## config.mk

```make
export PLATFORM = sky130hd
export DESIGN_NAME = river_sequencer_flat
export DESIGN_NICKNAME = d
export VERILOG_FILES = /design/src/rtl/river_seq_if.sv /design/src/rtl/river_sequencer.sv /design/src/flat_wrapper.sv
export SDC_FILE = /design/constraint.sdc
export NUM_CORES = 1
export LEC_CHECK = 0
export BUFFER_PORTS_ARGS = -buffer_cell sky130_fd_sc_hd__buf_2
export CORE_MARGIN = 3
export CORE_UTILIZATION = 45
export CTS_CLUSTER_SIZE = 8
export DETAILED_ROUTE_END_ITERATION = 12
export PLACE_DENSITY = 0.74
export SLEW_MARGIN = 5
export SYNTH_ARGS = -nofsm -noshare
export SYNTH_HDL_FRONTEND = slang
export SYNTH_SLANG_ARGS = --single-unit
```

## constraint.sdc

```tcl
create_clock -name frame_clk -period 4.2 [get_ports frame_clk]
set_clock_uncertainty 0.15 [all_clocks]
set_input_delay 0.84 -clock frame_clk [delete_from_list [all_inputs] [get_ports frame_clk]]
set_output_delay 0.84 -clock frame_clk [all_outputs]
set_load 0.02 [all_outputs]
```

## src/rtl/river_seq_if.sv

```systemverilog
// river_seq_if: frog/level inputs and per-row configuration and drift outputs of the river sequencer.
interface river_seq_if;
    logic            Level_Start;
    logic [2:0]      Level;
    logic [10:0]     Frog_Y;
    logic            Frog_Hop;
    logic [3:0]      Row_Collision;
    logic [3:0][2:0] Row_Number_LPads;
    logic [3:0][7:0] Row_Gap_Size;
    logic [3:0][5:0] Row_Speed;
    logic [3:0]      Row_Direction;
    logic [3:0]      Row_Enable;
    logic            Drift_Valid;
    logic            Drift_Dir;
    logic [5:0]      Drift_Speed;
    logic            Drown;
    logic            Busy;
    modport master (
        output Level_Start, Level, Frog_Y, Frog_Hop, Row_Collision,
        input  Row_Number_LPads, Row_Gap_Size, Row_Speed, Row_Direction, Row_Enable,
        input  Drift_Valid, Drift_Dir, Drift_Speed, Drown, Busy
    );
    modport slave (
        input  Level_Start, Level, Frog_Y, Frog_Hop, Row_Collision,
        output Row_Number_LPads, Row_Gap_Size, Row_Speed, Row_Direction, Row_Enable,
        output Drift_Valid, Drift_Dir, Drift_Speed, Drown, Busy
    );
endinterface

```

## src/rtl/river_sequencer.sv

```systemverilog
// river_sequencer: per-level river row configuration, row release and frog drown detection.
// Define RIVER_SEQ_STAGGER_EN to release rows one at a time; otherwise all rows start together.
module river_sequencer #(
    parameter logic [10:0] RIVER_TOP      = 11'd80,
    parameter logic [10:0] ROW_HEIGHT     = 11'd40,
    parameter int          GRACE_FRAMES   = 4,
    parameter int          STAGGER_FRAMES = 8
) (
    input  logic       frame_clk,
    input  logic       Reset_n,
    river_seq_if.slave rs
);
    localparam int MW = $clog2(GRACE_FRAMES + 1);
    localparam int CW = $clog2(3 * STAGGER_FRAMES + 1);
    typedef enum logic [2:0] {IDLE, LOAD, STAGGER, RUN, DROWN} state_t;
    state_t          state_q, state_d;
    logic            ret_stg_q, ret_stg_d;
    logic [2:0]      lvl_q, lvl_d;
    logic [3:0]      row_en_q, row_en_d;
    logic [CW-1:0]   cnt_q, cnt_d;
    logic [MW-1:0]   miss_q, miss_d;
    logic [3:0][2:0] npads_q, npads_d;
    logic [3:0][7:0] gap_q, gap_d;
    logic [3:0][5:0] speed_q, speed_d;
    logic [3:0]      dir_q, dir_d;
    logic [3:0]      in_row, ride;
    logic [7:0]      gap_raw;
    logic            active;
    // Row bands found by comparing against constant boundaries, no division
    for (genvar k = 0; k < 4; k++) begin : g_row
        assign in_row[k] = ({1'b0, rs.Frog_Y} >= 12'(RIVER_TOP + k * ROW_HEIGHT)) &&
                           ({1'b0, rs.Frog_Y} <  12'(RIVER_TOP + (k + 1) * ROW_HEIGHT));
    end
    assign ride    = in_row & row_en_q & rs.Row_Collision;
    assign active  = (state_q == STAGGER) || (state_q == RUN);
    assign gap_raw = 8'd120 - {2'b00, lvl_q, 3'b000};
    always_ff @(posedge frame_clk or negedge Reset_n) begin
        if (!Reset_n) begin
            state_q   <= IDLE;
            ret_stg_q <= 1'b0;
            lvl_q     <= '0;
            row_en_q  <= '0;
            cnt_q     <= '0;
            miss_q    <= '0;
            npads_q   <= '0;
            gap_q     <= '0;
            speed_q   <= '0;
            dir_q     <= '0;
        end else begin
            state_q   <= state_d;
            ret_stg_q <= ret_stg_d;
            lvl_q     <= lvl_d;
            row_en_q  <= row_en_d;
            cnt_q     <= cnt_d;
            miss_q    <= miss_d;
            npads_q   <= npads_d;
            gap_q     <= gap_d;
            speed_q   <= speed_d;
            dir_q     <= dir_d;
        end
    end
    always_comb begin
        state_d   = state_q;
        ret_stg_d = ret_stg_q;
        lvl_d     = lvl_q;
        row_en_d  = row_en_q;
        cnt_d     = cnt_q;
        miss_d    = miss_q;
        npads_d   = npads_q;
        gap_d     = gap_q;
        speed_d   = speed_q;
        dir_d     = dir_q;
        if (active)
            miss_d = (rs.Frog_Hop || !(|in_row) || (|ride)) ? '0 :
                     (miss_q == MW'(GRACE_FRAMES)) ? miss_q : miss_q + 1'b1;
        if (state_q == STAGGER) begin
            cnt_d = cnt_q + 1'b1;
            for (int k = 1; k < 4; k++)
                if (cnt_d == CW'(k * STAGGER_FRAMES)) row_en_d[k] = 1'b1;
            if (row_en_d[3]) state_d = RUN;
        end
        if (state_q == LOAD) begin
            for (int r = 0; r < 4; r++) begin
                npads_d[r] = 3'(2 + (int'(lvl_q) + r) % 3);
                gap_d[r]   = (gap_raw < 8'd64) ? 8'd64 : gap_raw;
                speed_d[r] = 6'(1 + int'(lvl_q) + r);
                dir_d[r]   = lvl_q[0] ^ r[0];
            end
`ifdef RIVER_SEQ_STAGGER_EN
            state_d  = STAGGER;
            row_en_d = 4'b0001;
`else
            state_d  = RUN;
            row_en_d = 4'b1111;
`endif
        end
        if (state_q == DROWN) begin
            miss_d  = '0;
            state_d = ret_stg_q ? STAGGER : RUN;
        end
        // Return target follows any same-cycle STAGGER->RUN promotion
        if (active && miss_d == MW'(GRACE_FRAMES)) begin
            ret_stg_d = (state_d == STAGGER);
            state_d   = DROWN;
        end
        if (rs.Level_Start) begin
            state_d  = LOAD;
            lvl_d    = rs.Level;
            row_en_d = '0;
            cnt_d    = '0;
            miss_d   = '0;
        end
    end
    always_comb begin
        rs.Drift_Speed = '0;
        for (int k = 0; k < 4; k++)
            if (active && ride[k]) rs.Drift_Speed = speed_q[k];
        rs.Drift_Valid = active && (|ride);
        rs.Drift_Dir   = active && (|(ride & dir_q));
        rs.Drown       = (state_q == DROWN);
        rs.Busy        = (state_q != IDLE);
    end
    assign rs.Row_Enable       = row_en_q;
    assign rs.Row_Number_LPads = npads_q;
    assign rs.Row_Gap_Size     = gap_q;
    assign rs.Row_Speed        = speed_q;
    assign rs.Row_Direction    = dir_q;
endmodule
```

## src/flat_wrapper.sv

```systemverilog
// flat-port wrapper written by rule: the top's interface ports become plain ports
module river_sequencer_flat 
#(
    parameter logic [10:0] RIVER_TOP      = 11'd80,
    parameter logic [10:0] ROW_HEIGHT     = 11'd40,
    parameter int          GRACE_FRAMES   = 4,
    parameter int          STAGGER_FRAMES = 8
)
  (frame_clk, Reset_n, rs_Level_Start, rs_Level, rs_Frog_Y, rs_Frog_Hop, rs_Row_Collision, rs_Row_Number_LPads, rs_Row_Gap_Size, rs_Row_Speed, rs_Row_Direction, rs_Row_Enable, rs_Drift_Valid, rs_Drift_Dir, rs_Drift_Speed, rs_Drown, rs_Busy);
  river_seq_if rs_i ();
  input  logic frame_clk;
  input  logic Reset_n;
  input wire logic [$bits(rs_i.Level_Start)-1:0] rs_Level_Start;
  input wire logic [$bits(rs_i.Level)-1:0] rs_Level;
  input wire logic [$bits(rs_i.Frog_Y)-1:0] rs_Frog_Y;
  input wire logic [$bits(rs_i.Frog_Hop)-1:0] rs_Frog_Hop;
  input wire logic [$bits(rs_i.Row_Collision)-1:0] rs_Row_Collision;
  output wire logic [$bits(rs_i.Row_Number_LPads)-1:0] rs_Row_Number_LPads;
  output wire logic [$bits(rs_i.Row_Gap_Size)-1:0] rs_Row_Gap_Size;
  output wire logic [$bits(rs_i.Row_Speed)-1:0] rs_Row_Speed;
  output wire logic [$bits(rs_i.Row_Direction)-1:0] rs_Row_Direction;
  output wire logic [$bits(rs_i.Row_Enable)-1:0] rs_Row_Enable;
  output wire logic [$bits(rs_i.Drift_Valid)-1:0] rs_Drift_Valid;
  output wire logic [$bits(rs_i.Drift_Dir)-1:0] rs_Drift_Dir;
  output wire logic [$bits(rs_i.Drift_Speed)-1:0] rs_Drift_Speed;
  output wire logic [$bits(rs_i.Drown)-1:0] rs_Drown;
  output wire logic [$bits(rs_i.Busy)-1:0] rs_Busy;
  assign rs_i.Level_Start = rs_Level_Start;
  assign rs_i.Level = rs_Level;
  assign rs_i.Frog_Y = rs_Frog_Y;
  assign rs_i.Frog_Hop = rs_Frog_Hop;
  assign rs_i.Row_Collision = rs_Row_Collision;
  assign rs_Row_Number_LPads = rs_i.Row_Number_LPads;
  assign rs_Row_Gap_Size = rs_i.Row_Gap_Size;
  assign rs_Row_Speed = rs_i.Row_Speed;
  assign rs_Row_Direction = rs_i.Row_Direction;
  assign rs_Row_Enable = rs_i.Row_Enable;
  assign rs_Drift_Valid = rs_i.Drift_Valid;
  assign rs_Drift_Dir = rs_i.Drift_Dir;
  assign rs_Drift_Speed = rs_i.Drift_Speed;
  assign rs_Drown = rs_i.Drown;
  assign rs_Busy = rs_i.Busy;
  river_sequencer #(.RIVER_TOP(RIVER_TOP), .ROW_HEIGHT(ROW_HEIGHT), .GRACE_FRAMES(GRACE_FRAMES), .STAGGER_FRAMES(STAGGER_FRAMES)) u_core (.frame_clk(frame_clk), .Reset_n(Reset_n), .rs(rs_i));
endmodule
```

==> results.sh <==
export IMPL_clk_pin_slew_ns=0.10
export IMPL_maxSlewViolCount=0
export IMPL_dp_hpwl_um=6200
export IMPL_fin_crit_ns=3.88
export IMPL_wirelength_um=8070
export IMPL_end_kind="flip-flop"
export IMPL_drtAntennaViolNets=0
export IMPL_finalSetupViolations=0
export IMPL_clkLatencyLatePin_ns=0.31
export IMPL_clockBufferDepth=2
export IMPL_ir_drop_v=0.000148
export IMPL_maxCapViolCount=0
export IMPL_grt_max_degree=57
export IMPL_overflow=0
export IMPL_path_class="reg -> reg"
export IMPL_final_area_um2=4120
export IMPL_cts_tree="yes"
export IMPL_dpl_cell_area_um2=4020
export IMPL_postCtsSetupBuffers=0
export IMPL_worst_ep_required_time_ns=4.21
export IMPL_root_buffer="clkbuf_8"
export IMPL_fillers=782
export IMPL_grt_usage=0.172
export IMPL_synth_area_leaders="dfrtp_1, ha_1, buf_4"
export IMPL_wl_per_cell_um=13.5
export IMPL_finalHoldViolCount=0
export IMPL_ys_warn_count=0
export IMPL_rsz0062_at_grt="no"
export IMPL_io_pins=108
export IMPL_synth_area_leader_cell="dfrtp_1"
export IMPL_die_height_um=96.8
export IMPL_gp_congestion=0.869
export IMPL_path_max_fanout=7
export IMPL_clock_fmax_ghz=0.258
export IMPL_power_total_w=0.00158
export IMPL_fin_setup_tns_ns=0
export IMPL_synth_edff_count=0
export IMPL_initialDrtViolationCount=102
export IMPL_dp_cells=590
export IMPL_vias_per_cell=5.29
export IMPL_fin_crit_sh=0.924
export IMPL_die_w_um=96.8
export IMPL_initial_core_util=0.472
export IMPL_grt_pass1_wl_um=13900
export IMPL_dr_pass1_iters=4
export IMPL_final_util=0.526
export IMPL_nNetsFinal=545
export IMPL_synth_async_reset_ratio=1.00
export IMPL_stdcell_count=598
export IMPL_ys_ff_latch=51
export IMPL_power_leakage_nw=2.04
export IMPL_max_slew_margin_rel=0.275
export IMPL_dieArea_um2=9360
export IMPL_crit_arrival_ns=3.90
export IMPL_cts_buffers=5
export IMPL_drive_gt1_frac=0.244
export IMPL_multi_input_area_um2=2050
export IMPL_grt_pass1_vias=2951
export IMPL_antennaDiodeCount=0
export IMPL_clock_sinks=51
export IMPL_yosysSeqAreaShare=0.344
export IMPL_portBuffers=82
export IMPL_worst_pin_slew_ns=1.09
export IMPL_placementRows=32
export IMPL_dr_total_vias=3162
export IMPL_antenna_found_initial=0
export IMPL_synth_top_area_frac=0.344
export IMPL_drc_errors=0
export IMPL_synth_distinct_cells=63
export IMPL_syn_cell_area_um2=3710
export IMPL_synthFlopType="dfrtp_1"
export IMPL_syn2layout_area_growth_pct=11.3
export IMPL_startpoint_type="flip-flop"
export IMPL_hold_path_class="reg -> reg"
export IMPL_powerDensity_nw_per_um2=384
export IMPL_status="completed"
export IMPL_syn_inst=432
export IMPL_synth_area_per_cell_um2=8.58
export IMPL_cts_htree_levels=2
export IMPL_core_um2=7850
export IMPL_ff_latch_area_um2=1280
synth_stat cells (all sizes together), types with 4 or more instances:
library cell and count:
clkbuf 14, mux2i 6, nor2 33, o21ai 41
nor3 6, ha 28, nand3 5, dfrtp 51
xor2 9, a21oi 22, nand2 64, buf 45
a211oi 4, xnor2 17, a31oi 6, or2 5
inv 18
cells in the final DEF (no fill, tap or decap), types with 3 or more instances in the layout:
cell	Yosys	layout
nor3_1	5	5
a31oi_1	6	6
buf_4	42	12
or3_1	3	3
nand2_1	64	64
xnor2_1	16	16
a211o_1	3	3
a222oi_1	3	3
clkbuf_8	0	5
nand2b_1	3	3
o21ai_1	3	3
ha_1	28	26
buf_2	2	82
conb_1	1	22
o21ai_0	38	38
dfrtp_1	51	49
a21oi_1	22	22
inv_1	15	15
nor3b_1	3	3
nor2_1	33	33
o21a_1	3	3
or2_2	4	4
mux2i_1	6	6
and3_1	3	3
a211oi_1	3	3
nor2b_1	3	3
nand3_1	5	5
xor2_1	8	8
a22oi_1	3	3
per-stage QoR:
| stage | hold slack [ns] | worst slack [ns] |
|---|---|---|
| finish | 0.332 | 0.317 |
| global route | 0.370 | 0.0225 |
| CTS | 0.338 | 0.195 |
| detailed placement | 0.315 | 0.245 |
| global placement | 0.308 | 0.341 |
| floorplan | 0.330 | 0.137 |
where the power goes:
| group | switching (W) | total [W] | internal [W] |
|---|---|---|---|
| Sequential | 0.0000548 | 0.000620 | 0.000565 |
| Clock | 0.000173 | 0.000293 | 0.000121 |
| Combinational | 0.000412 | 0.000668 | 0.000256 |
worst max-delay path, cell delays in order (launching register included):
cell and delay (ns):
dfrtp_2 0.46, ha_1 0.30, xnor2_4 0.19, inv_4 0.08, ha_1 0.22, or2_2 0.32
ha_1 0.33, o2111a_1 0.28, a21oi_1 0.15, xnor2_1 0.09, ha_2 0.21, a31oi_1 0.27
o21ai_0 0.14, a211o_1 0.33, xor2_1 0.16, o21ai_1 0.07
cell type report:
type | count | share of cell area
flip-flops and latches | 51 | 0.310
inverters | 18 | 0.0170
clock inverters | 3 | 0.00576
multi-input cells | 325 | 0.498
repair buffers | 94 | 0.121
well taps | 102 | 0.0309
clock buffers | 5 | 0.0167
registers in the layout, summed over array words and instances, names as in the netlist:
name,flops
u_core.rs.Row_Speed,15
u_core.rs.Row_Gap_Size,3
u_core.cnt_q,5
u_core.rs.Row_Direction,2
u_core.rs.Row_Number_LPads,12
u_core.rs.Row_Enable,4
u_core.ret_stg_q,1
u_core.miss_q,3
u_core.state_q,3
u_core.lvl_q,3
repair_timing:
action,in CTS,in global routing
hold buffers,0,0
resized for setup,0,4
endpoints found under the setup margin,0,1
path summary, 6_finish.rpt:
kind,to,slack [ns],cells past startpoint,start
min reg2reg,u_core.rs.Row_Number_LPads[4],0.33,2,u_core.rs.Row_Number_LPads[4]
max reg2reg,u_core.rs.Row_Number_LPads[5],0.32,15,u_core.lvl_q[0]
min,u_core.rs.Row_Number_LPads[4],0.33,2,u_core.rs.Row_Number_LPads[4]
max in group asynchronous,u_core.lvl_q[1],2.58,1,Reset_n
max,u_core.rs.Row_Number_LPads[5],0.32,15,u_core.lvl_q[0]
min in group asynchronous,u_core.rs.Row_Number_LPads[3],0.58,1,Reset_n
logic make-up (layout without fill, tap and decap cells):
logic type / count (synthesis) / count (layout) / share of synthesized area
xor gates and xnor gates: 26 / 26 / 0.0685
adders and majority gates: 28 / 28 / 0.0945
buffers and inverters: 77 / 120 / 0.124
DFF: 51 / 51 / 0.344
and+or+nand+nor: 138 / 138 / 0.171
AOI/OAI and AO/OA: 103 / 103 / 0.174
muxes: 8 / 8 / 0.0223
other: 1 / 22 / 0.00101
per-layer routing:
layer | vias to the layer above | part of all wire | GRT usage
met1 | 1468 | 0.45 | 0.233
met5 | - | 0 | 0
met4 | 0 | 0.024 | 0.0702
met3 | 21 | 0.067 | 0.0368
met2 | 121 | 0.45 | 0.268
li1 | 1552 | - | -
(Power assumes the default switching activity.)
